### src/rtl/ram_scanner_pkg.sv
// Shared types for the ram_scanner memory explorer.
// CLEAR zeroes the array after reset; RUN serves user writes and scanning.
package ram_scanner_pkg;

  typedef enum logic {
    CLEAR = 1'b0,
    RUN   = 1'b1
  } state_t;

endpackage

### src/rtl/ram_dp.sv
// Simple dual-port synchronous RAM with one write port and one registered read port.
// A read and a write to the same address in one cycle return the old word.
module ram_dp #(
  parameter int DATA_W = 3,
  parameter int ADDR_W = 5
) (
  input  logic              i_clk,
  input  logic              i_reset,
  input  logic              i_we,
  input  logic [ADDR_W-1:0] i_waddr,
  input  logic [DATA_W-1:0] i_wdata,
  input  logic [ADDR_W-1:0] i_raddr,
  output logic [DATA_W-1:0] o_rdata
);

  localparam int DEPTH = 2 ** ADDR_W;

  logic [DATA_W-1:0] r_mem [DEPTH];
  logic [DATA_W-1:0] r_rdata;

  // Both ports update with non-blocking assignments, so the read sees the pre-write word.
  always_ff @(posedge i_clk) begin
    if (i_we) begin
      r_mem[i_waddr] <= i_wdata;
    end
    if (i_reset) begin
      r_rdata <= '0;
    end else begin
      r_rdata <= r_mem[i_raddr];
    end
  end

  assign o_rdata = r_rdata;

endmodule

### src/rtl/ram_scanner.sv
// Dual-port memory explorer: clears the RAM after reset, writes on wr_req rising edges,
// and reads either an auto-scanned address or a manually selected one.
module ram_scanner
  import ram_scanner_pkg::*;
#(
  parameter int DATA_W      = 3,
  parameter int ADDR_W      = 5,
  parameter int TICK_CYCLES = 50_000_000
) (
  input  logic              clk,
  input  logic              reset,
  input  logic [ADDR_W-1:0] wr_addr,
  input  logic [DATA_W-1:0] wr_data,
  input  logic              wr_req,
  input  logic              mode,
  input  logic [ADDR_W-1:0] rd_addr_man,
  output logic [ADDR_W-1:0] rd_addr,
  output logic [DATA_W-1:0] rd_data,
  output logic              wr_done,
  output logic              busy
);

  localparam int                TICK_W    = $clog2(TICK_CYCLES);
  localparam logic [TICK_W-1:0] TICK_LAST = TICK_W'(TICK_CYCLES - 1);

  state_t            r_state;
  state_t            w_state_next;
  logic [ADDR_W-1:0] r_clr_addr;
  logic [ADDR_W-1:0] r_scan_addr;
  logic [TICK_W-1:0] r_tick;
  logic              r_prev;
  logic              r_wr_done;

  logic              w_busy;
  logic              w_wr_accept;
  logic              w_tick_wrap;
  logic              w_mem_we;
  logic [ADDR_W-1:0] w_mem_waddr;
  logic [DATA_W-1:0] w_mem_wdata;

  assign w_tick_wrap = (r_tick == TICK_LAST);

  always_ff @(posedge clk) begin
    if (reset) begin
      r_state <= CLEAR;
    end else begin
      r_state <= w_state_next;
    end
  end

  // The write port belongs to the clear sequence in CLEAR and to the user in RUN.
  always_comb begin
    w_state_next = r_state;
    w_busy       = 1'b0;
    w_wr_accept  = 1'b0;
    w_mem_we     = 1'b0;
    w_mem_waddr  = wr_addr;
    w_mem_wdata  = wr_data;
    case (r_state)
      CLEAR: begin
        w_busy      = 1'b1;
        w_mem_we    = ~reset;
        w_mem_waddr = r_clr_addr;
        w_mem_wdata = '0;
        if (r_clr_addr == '1) begin
          w_state_next = RUN;
        end
      end
      RUN: begin
        w_wr_accept = wr_req & ~r_prev & ~reset;
        w_mem_we    = w_wr_accept;
      end
      default: begin
        w_state_next = CLEAR;
      end
    endcase
  end

  // prev keeps sampling during CLEAR so a request held across the clear is not seen as an edge.
  always_ff @(posedge clk) begin
    if (reset) begin
      r_clr_addr  <= '0;
      r_scan_addr <= '0;
      r_tick      <= '0;
      r_prev      <= 1'b0;
      r_wr_done   <= 1'b0;
    end else begin
      r_prev    <= wr_req;
      r_wr_done <= w_wr_accept;
      if (r_state == CLEAR) begin
        r_clr_addr <= r_clr_addr + 1'b1;
        r_tick     <= '0;
      end else begin
        r_tick <= w_tick_wrap ? '0 : r_tick + 1'b1;
        if (w_tick_wrap && !mode) begin
          r_scan_addr <= r_scan_addr + 1'b1;
        end
      end
    end
  end

  assign rd_addr = mode ? rd_addr_man : r_scan_addr;
  assign wr_done = r_wr_done;
  assign busy    = w_busy;

  ram_dp #(
    .DATA_W(DATA_W),
    .ADDR_W(ADDR_W)
  ) u_ram (
    .i_clk  (clk),
    .i_reset(reset),
    .i_we   (w_mem_we),
    .i_waddr(w_mem_waddr),
    .i_wdata(w_mem_wdata),
    .i_raddr(rd_addr),
    .o_rdata(rd_data)
  );

endmodule

### config.mk
export PLATFORM = sky130hd
export DESIGN_NAME = ram_scanner
export DESIGN_NICKNAME = d
export VERILOG_FILES = /design/src/rtl/ram_scanner_pkg.sv /design/src/rtl/ram_dp.sv /design/src/rtl/ram_scanner.sv
export SDC_FILE = /design/constraint.sdc
export NUM_CORES = 1
export LEC_CHECK = 0
export CAP_MARGIN = 20
export CORE_MARGIN = 1
export CORE_UTILIZATION = 45
export CTS_BUF_LIST = sky130_fd_sc_hd__clkbuf_8 sky130_fd_sc_hd__clkbuf_16
export CTS_CLUSTER_DIAMETER = 200
export DETAILED_ROUTE_END_ITERATION = 6
export DONT_BUFFER_PORTS = 1
export PLACE_DENSITY = 0.68
export SETUP_SLACK_MARGIN = 0.05
export SYNTH_ARGS = -nofsm -noshare
export SYNTH_HDL_FRONTEND = slang
export SYNTH_SLANG_ARGS = --single-unit
### constraint.sdc
create_clock -name clk -period 2.3 [get_ports clk]
set_clock_uncertainty 0.2 [all_clocks]
set_input_delay 0.46 -clock clk [delete_from_list [all_inputs] [get_ports clk]]
set_output_delay 0.46 -clock clk [all_outputs]
set_load 0.005 [all_outputs]
==> impl_metrics.tcl, run 1 <==
set metrics [dict create \
    outcome "completed" \
    place_congestion 0.7705 \
    startpoint "r_tick[18]" \
    numCtsBuffers 17 \
    end_kind "flop" \
    grt_pass1_wl_um 19880 \
    yosysUniqueCellTypes 47 \
    worst_slew_pin_slew_ns 0.6308 \
    clock.fmax_mhz 453.9 \
    cts.htree.levels 4 \
    synth_nets 541 \
    grtUsageTotal 0.2029 \
    final_max_slew_viol_count 0 \
    place_inst 701 \
    nNetsFinal 572 \
    cp-start-kind "flop" \
    numPortBuffers 0 \
    whs_ns 0.01868 \
    viasPerCell 5.431 \
    finalCritPeriodShare 0.9578 \
    wirelength_um 12640 \
    synth_area_leaders "edfxtp_1 (49%), dfxtp_1 (14%), nand2_1 (5.9%), nor2_1 (5.1%), mux2i_1 (3.6%)" \
    synth-edff-count 96 \
    grt_max_degree 33 \
    final_cells 736 \
    grt_overflow 0 \
    power_density_nw_per_um2 817.8 \
    tritoncts "yes" \
    clkLatencyLatePin_ns 0.41 \
    max-vdd-ir-drop_mv 0.6319 \
    worstSetupPathType "reg -> reg" \
    fp.coreArea_um2 12670 \
    r2r_start "r_tick[18]" \
    num-fill-cells 1047 \
    synth_ff_type "edfxtp_1" \
    leakagePower_nw 2.391 \
    drt_iter0_drc 405 \
    dieArea_um2 13550 \
    diodes 0 \
    numClockSinks 138 \
    area_growth_pct 18.40 \
    syn_area_um2 5888 \
    max-cap-violations 0 \
    hold_viol_final 0 \
    first_pass_iters 4 \
    post-route-drc-count 0 \
    wl_per_cell_um 17.17 \
    async_flop_share 0 \
    post-route-util 0.5502 \
    worstPathCellList "or4b_4 > nor4_4 > nand4_2 > or2_4 > or3_1 > a21oi_1" \
    drtAntennaViolNets 0 \
    clk_path_buf_depth 2 \
    period_needed_ns 2.203 \
    rsz0062_at_grt "true" \
    num_vias 3997 \
    crit_slowest_cell "or4b_4" \
    finalSetupViolations 0 \
    start_util 0.4647 \
    syn_avg_cell_area_um2 11.32 \
    ios 27 \
    synth_seq_cells 138 \
    placementRows 41 \
    synth_top_area_share 0.4896 \
    yosys.area.top_type "edfxtp_1" \
    synth_cells 520 \
    die_w_um 116.4 \
    cp.arrival_ns 2.35 \
    antenna_found_initial 0 \
    layout-drive-gt1-share 0.1507 \
    cp_data_required_time_ns 2.44 \
    synth_warnings 0 \
    maxSlewHeadroom 0.5674 \
    clkTransAtPathRegs_ns 0.06 \
    grt_pass1_vias 3904 \
    crit_fanout 3 \
    slowest_delay_ns 0.55 \
    cts-root-buf "clkbuf_16" \
    seq_area_frac_synth 0.6324 \
    hold_class "in -> reg" \
    die_h_um 116.4 \
    dp_hpwl_um 8231 \
    hold_start "wr_req" \
]
==> Yosys cell counts, types with 2 or more instances <==
library cell and instances:
o2111ai_1 3, o32ai_1 4, mux2i_1 21, nand4_1 6
nand2_1 93, xnor2_1 14, a31oi_1 9, o21ai_0 9
mux4_2 3, nor2_1 80, and3_1 13, nor4_1 2
nand2b_1 3, edfxtp_1 96, inv_1 13, nor3_1 4
inv_2 2, mux2i_2 2, and2_1 3, a32oi_1 3
dfxtp_1 42, a21oi_1 6, or3_1 4, clkbuf_1 11
buf_2 4, ha_1 4, nand3_1 24, xor2_1 13
a211o_1 3, a311oi_1 6, nor2b_1 4
==> report_power, final <==
group	switching, W	internal, W	total (W)	leakage (nW)
logic	0.000131	0.0000804	0.000211	0.898
clock network	0.000973	0.00186	0.00283	0.308
registers	0.0000107	0.00265	0.00266	1.19
==> layer usage <==
metal,vias to the layer above,routed length [um],GRT usage,part of all wire
li1,1921,-,-,-
met3,21,900,0.06954,0.071
met4,0,218,0.08547,0.017
met2,131,5932,0.3081,0.47
met1,1924,5583,0.2654,0.44
met5,-,0,0,0
==> sequential cells by signal (all words and copies together) (netlist names) <==
register	cells
r_prev	1
u_ram.r_mem	96
u_ram.o_rdata	3
r_tick	26
r_state	1
wr_done	1
r_clr_addr	5
r_scan_addr	5
==> area by class of cell <==
type / count / area (um2) / share of cell area
Clock buffer: 19 / 452.9 / 0.06497
Clock inverter: 13 / 175.2 / 0.02513
Inverter: 15 / 65.06 / 0.009332
Multi-Input combinational cell: 350 / 2103 / 0.3017
Sequential cell: 138 / 3727 / 0.5346
Tap cell: 172 / 215.2 / 0.03087
Timing Repair Buffer: 28 / 227.7 / 0.03266
Timing Repair inverter: 1 / 5.005 / 0.0007179
==> final timing paths <==
path / endpoint / slack (ns) / depth (start not counted)
max: r_scan_addr[4] / 0.1 / 6
min: wr_done / 0.02 / 2
max reg2reg: r_scan_addr[4] / 0.1 / 6
min reg2reg: r_tick[0] / 0.25 / 1
==> cells by family after synthesis <==
family | synth area share
flops | 0.6324
buf+inv | 0.02252
compound gates | 0.05610
fa+ha+maj | 0.008500
mux | 0.05376
simple gates | 0.1866
xor+xnor | 0.04016
==> worst max-delay path: cells and delay by family (launching register included) <==
family	cells	cell delay, ns
flops	1	0.32
simple gates	5	1.48
compound gates	1	0.13
==> stage by stage <==
step,area [um2],setup slack (ns),power (W),setup TNS [ns]
6_report,6972,0.09700,0.005702,0
5_1_grt,6972,-0.02957,0.005884,-0.3800
4_1_cts,6905,0.05145,0.005741,0
3_5_place_dp,6252,-0.003028,0.002909,-0.003028
3_3_place_gp,6252,0.02635,0.002905,0
2_1_floorplan,5897,0.07099,0.002859,0
==> timing repair <==
item | 4_1_cts | 5_1_grt
resized for setup | 1 | 20
cloned | 0 | 1
pin swaps | 0 | 1
hold buffers | 2 | 0
setup buffers | 0 | 0
hold endpoints to repair | 12 | 0
endpoints found under the setup margin | 1 | 58
==> cells in the final DEF (no fill, tap or decap), types with 3 or more instances in the layout <==
master      instances
and2_1              3
nand2_1            93
dfxtp_2             3
mux2i_1            21
or3_1               4
xor2_1             13
nor2_2              3
nor2b_1             4
mux4_2              3
a32oi_1             3
and3_1             13
ha_1                3
a31oi_1             9
clkinvlp_4          3
xnor2_1            14
nand3_1            23
a211o_1             3
a21oi_1             6
inv_1              13
clkinv_2            3
nand4_1             6
bufinv_16           4
nor2_1             77
o2111ai_1           3
o21ai_0             9
o32ai_1             4
edfxtp_1           96
a311oi_1            6
dfxtp_1            39
buf_4              25
clkbuf_16          17
nand2b_1            3
Note: power is estimated with default switching activity, not from simulation.
==> run 2, diff against run 1 <==
Settings changed: SLEW_MARGIN set to 20.
==> results of run 2 <==
The final DEF is identical to that of run 1; final timing and power are the same.
==> run 3, diff against run 2 <==
Settings changed: REMOVE_ABC_BUFFERS set to 1, TNS_END_PERCENT set to 50.
==> impl_metrics.tcl, run 3 (synthesized netlist as in run 1, its figures left out) <==
set metrics [dict create \
    hold_viol_final 6 \
    clkTransAtPathRegs_ns 0.06 \
    numPortBuffers 0 \
    grtUsageTotal 0.2120 \
    grt_pass1_vias 4061 \
    viasPerCell 5.475 \
    numClockSinks 138 \
    numCtsBuffers 17 \
    layout_common_cells "edfxtp_1 (96), nand2_1 (91), nor2_1 (77)" \
    finalCritPeriodShare 0.9727 \
    crit_fanout 3 \
    area_growth_pct 20.27 \
    maxSlewHeadroom 0.6197 \
    final_max_slew_viol_count 0 \
    fp.coreArea_um2 12670 \
    post_dp_cell_area_um2 6271 \
    cp-start-kind "flop" \
    leakagePower_nw 2.458 \
    worstSetupPathType "reg -> reg" \
    cp_data_required_time_ns 2.46 \
    cts_setup_buffers 0 \
    die_h_um 116.4 \
    clock.fmax_mhz 447.0 \
    violations "hold timing" \
    grt_overflow 0 \
    startpoint "r_tick[18]" \
    cp.arrival_ns 2.40 \
    wl_per_cell_um 17.36 \
    max_flop_register "u_ram.r_mem" \
    hold_buffers 8 \
    worst_slew_pin_slew_ns 0.5626 \
    ios 27 \
    tritoncts "yes" \
    design_area_um2 7082 \
    period_needed_ns 2.237 \
    antenna_found_initial 0 \
    hold_start "reset" \
    place_congestion 0.8304 \
    dp_hpwl_um 8706 \
    placementRows 41 \
    outcome "finished with violations" \
    num_vias 4068 \
    post-route-drc-count 0 \
    first_pass_iters 7 \
    rsz0062_at_grt "true" \
    start_util 0.4647 \
    cts-root-buf "clkbuf_16" \
    max-cap-violations 0 \
    drt_iter0_drc 289 \
    power_density_nw_per_um2 831.6 \
    clkLatencyLatePin_ns 0.43 \
    layout_commonest_cell "edfxtp_1" \
    hold_class "in -> reg" \
    drtAntennaViolNets 0 \
    grt_pass1_wl_um 20850 \
    max-vdd-ir-drop_mv 0.6585 \
    dieArea_um2 13550 \
    finalSetupViolations 0 \
    nNetsFinal 579 \
    wirelength_um 12900 \
    end_kind "flop" \
    whs_ns -0.09643 \
    cts.htree.levels 4 \
    die_w_um 116.4 \
    largest_reg_flops 96 \
    clk_path_buf_depth 2 \
    post-route-util 0.5589 \
    diodes 0 \
    layout-drive-gt1-share 0.1576 \
    r2r_start "r_tick[18]" \
    grt_max_degree 34 \
    largestRegisters "u_ram.r_mem: 96 flops, r_tick: 26 flops" \
]
-- run 3: cell types whose count changed in the layout (fill, tap and decap cells not counted), sizes merged --
cell         before  now
dlygate4sd3       2    8
clkbuf           19   17
inv              15   20
buf              26   28
bufinv            4    5
clkinv            6    3
clkinvlp          4    2
-- run 3: metrics by stage --
stage / setup WS (ns) / cells / hold slack (ns) / setup TNS [ns] / power, W
after floorplan: -0.7160 / 503 / 0.2295 / -2.430 / 0.002846
after global placement: 0.08868 / 703 / 0.2749 / 0 / 0.002912
after detailed placement: 0.02359 / 703 / 0.2902 / 0 / 0.002919
after CTS: 0.005355 / 743 / -0.1133 / 0 / 0.005929
after global routing: -0.02935 / 743 / -0.1131 / -0.03283 / 0.006047
final: 0.06287 / 743 / -0.09643 / 0 / 0.005889
-- run 3: metal layers --
metal  wire length, um  part of all wire  up-vias  global-route usage
met5                 0                 0        -                   0
met4               272             0.021        0             0.09573
met3               930             0.072       23             0.07161
met2              6128              0.48      139              0.3353
met1              5569              0.43     1966              0.2636
li1                  -                 -     1940                   -
-- run 3: path summary, 6_finish.rpt --
path / to / slack (ns) / depth (start not counted)
worst max-delay path: r_scan_addr[4] / 0.06 / 6
worst min-delay path: r_scan_addr[4] / -0.1 / 1
worst max register to register: r_scan_addr[4] / 0.06 / 6
worst min register to register: r_tick[12] / 0.30 / 2
-- run 3: what timing repair did --
| action | 4_1_cts | 5_1_grt |
|---|---|---|
| endpoints found under the setup margin | 2 | 60 |
| endpoints found under the hold margin | 16 | 8 |
| resized for setup | 1 | 18 |
-- run 3: report_power, final --
part / leakage (nW) / internal, W / switching (W)
sequential: 1.18 / 0.00265 / 0.0000133
clock: 0.315 / 0.00194 / 0.00107
combinational: 0.958 / 0.0000903 / 0.000128
total: 2.46 / 0.00468 / 0.00121
-- run 3: layout make-up --
class                           count  area (um2)
Sequential cell                   138        3725
Tap cell                          172       215.2
Inverter                           15       56.30
Fill cell                        1057        5589
Clock buffer                       17       425.4
Multi-Input combinational cell    350        2110
Clock inverter                     15       235.2
Timing Repair Buffer               36       315.3
-- run 3: critical path, cell delays in order, from the launching register on --
cell     delay [ns]
dfxtp_1        0.32
or4b_4         0.55
nor4_4         0.19
nand4_2        0.14
or2_4          0.28
or3_1          0.36
a21oi_1        0.15
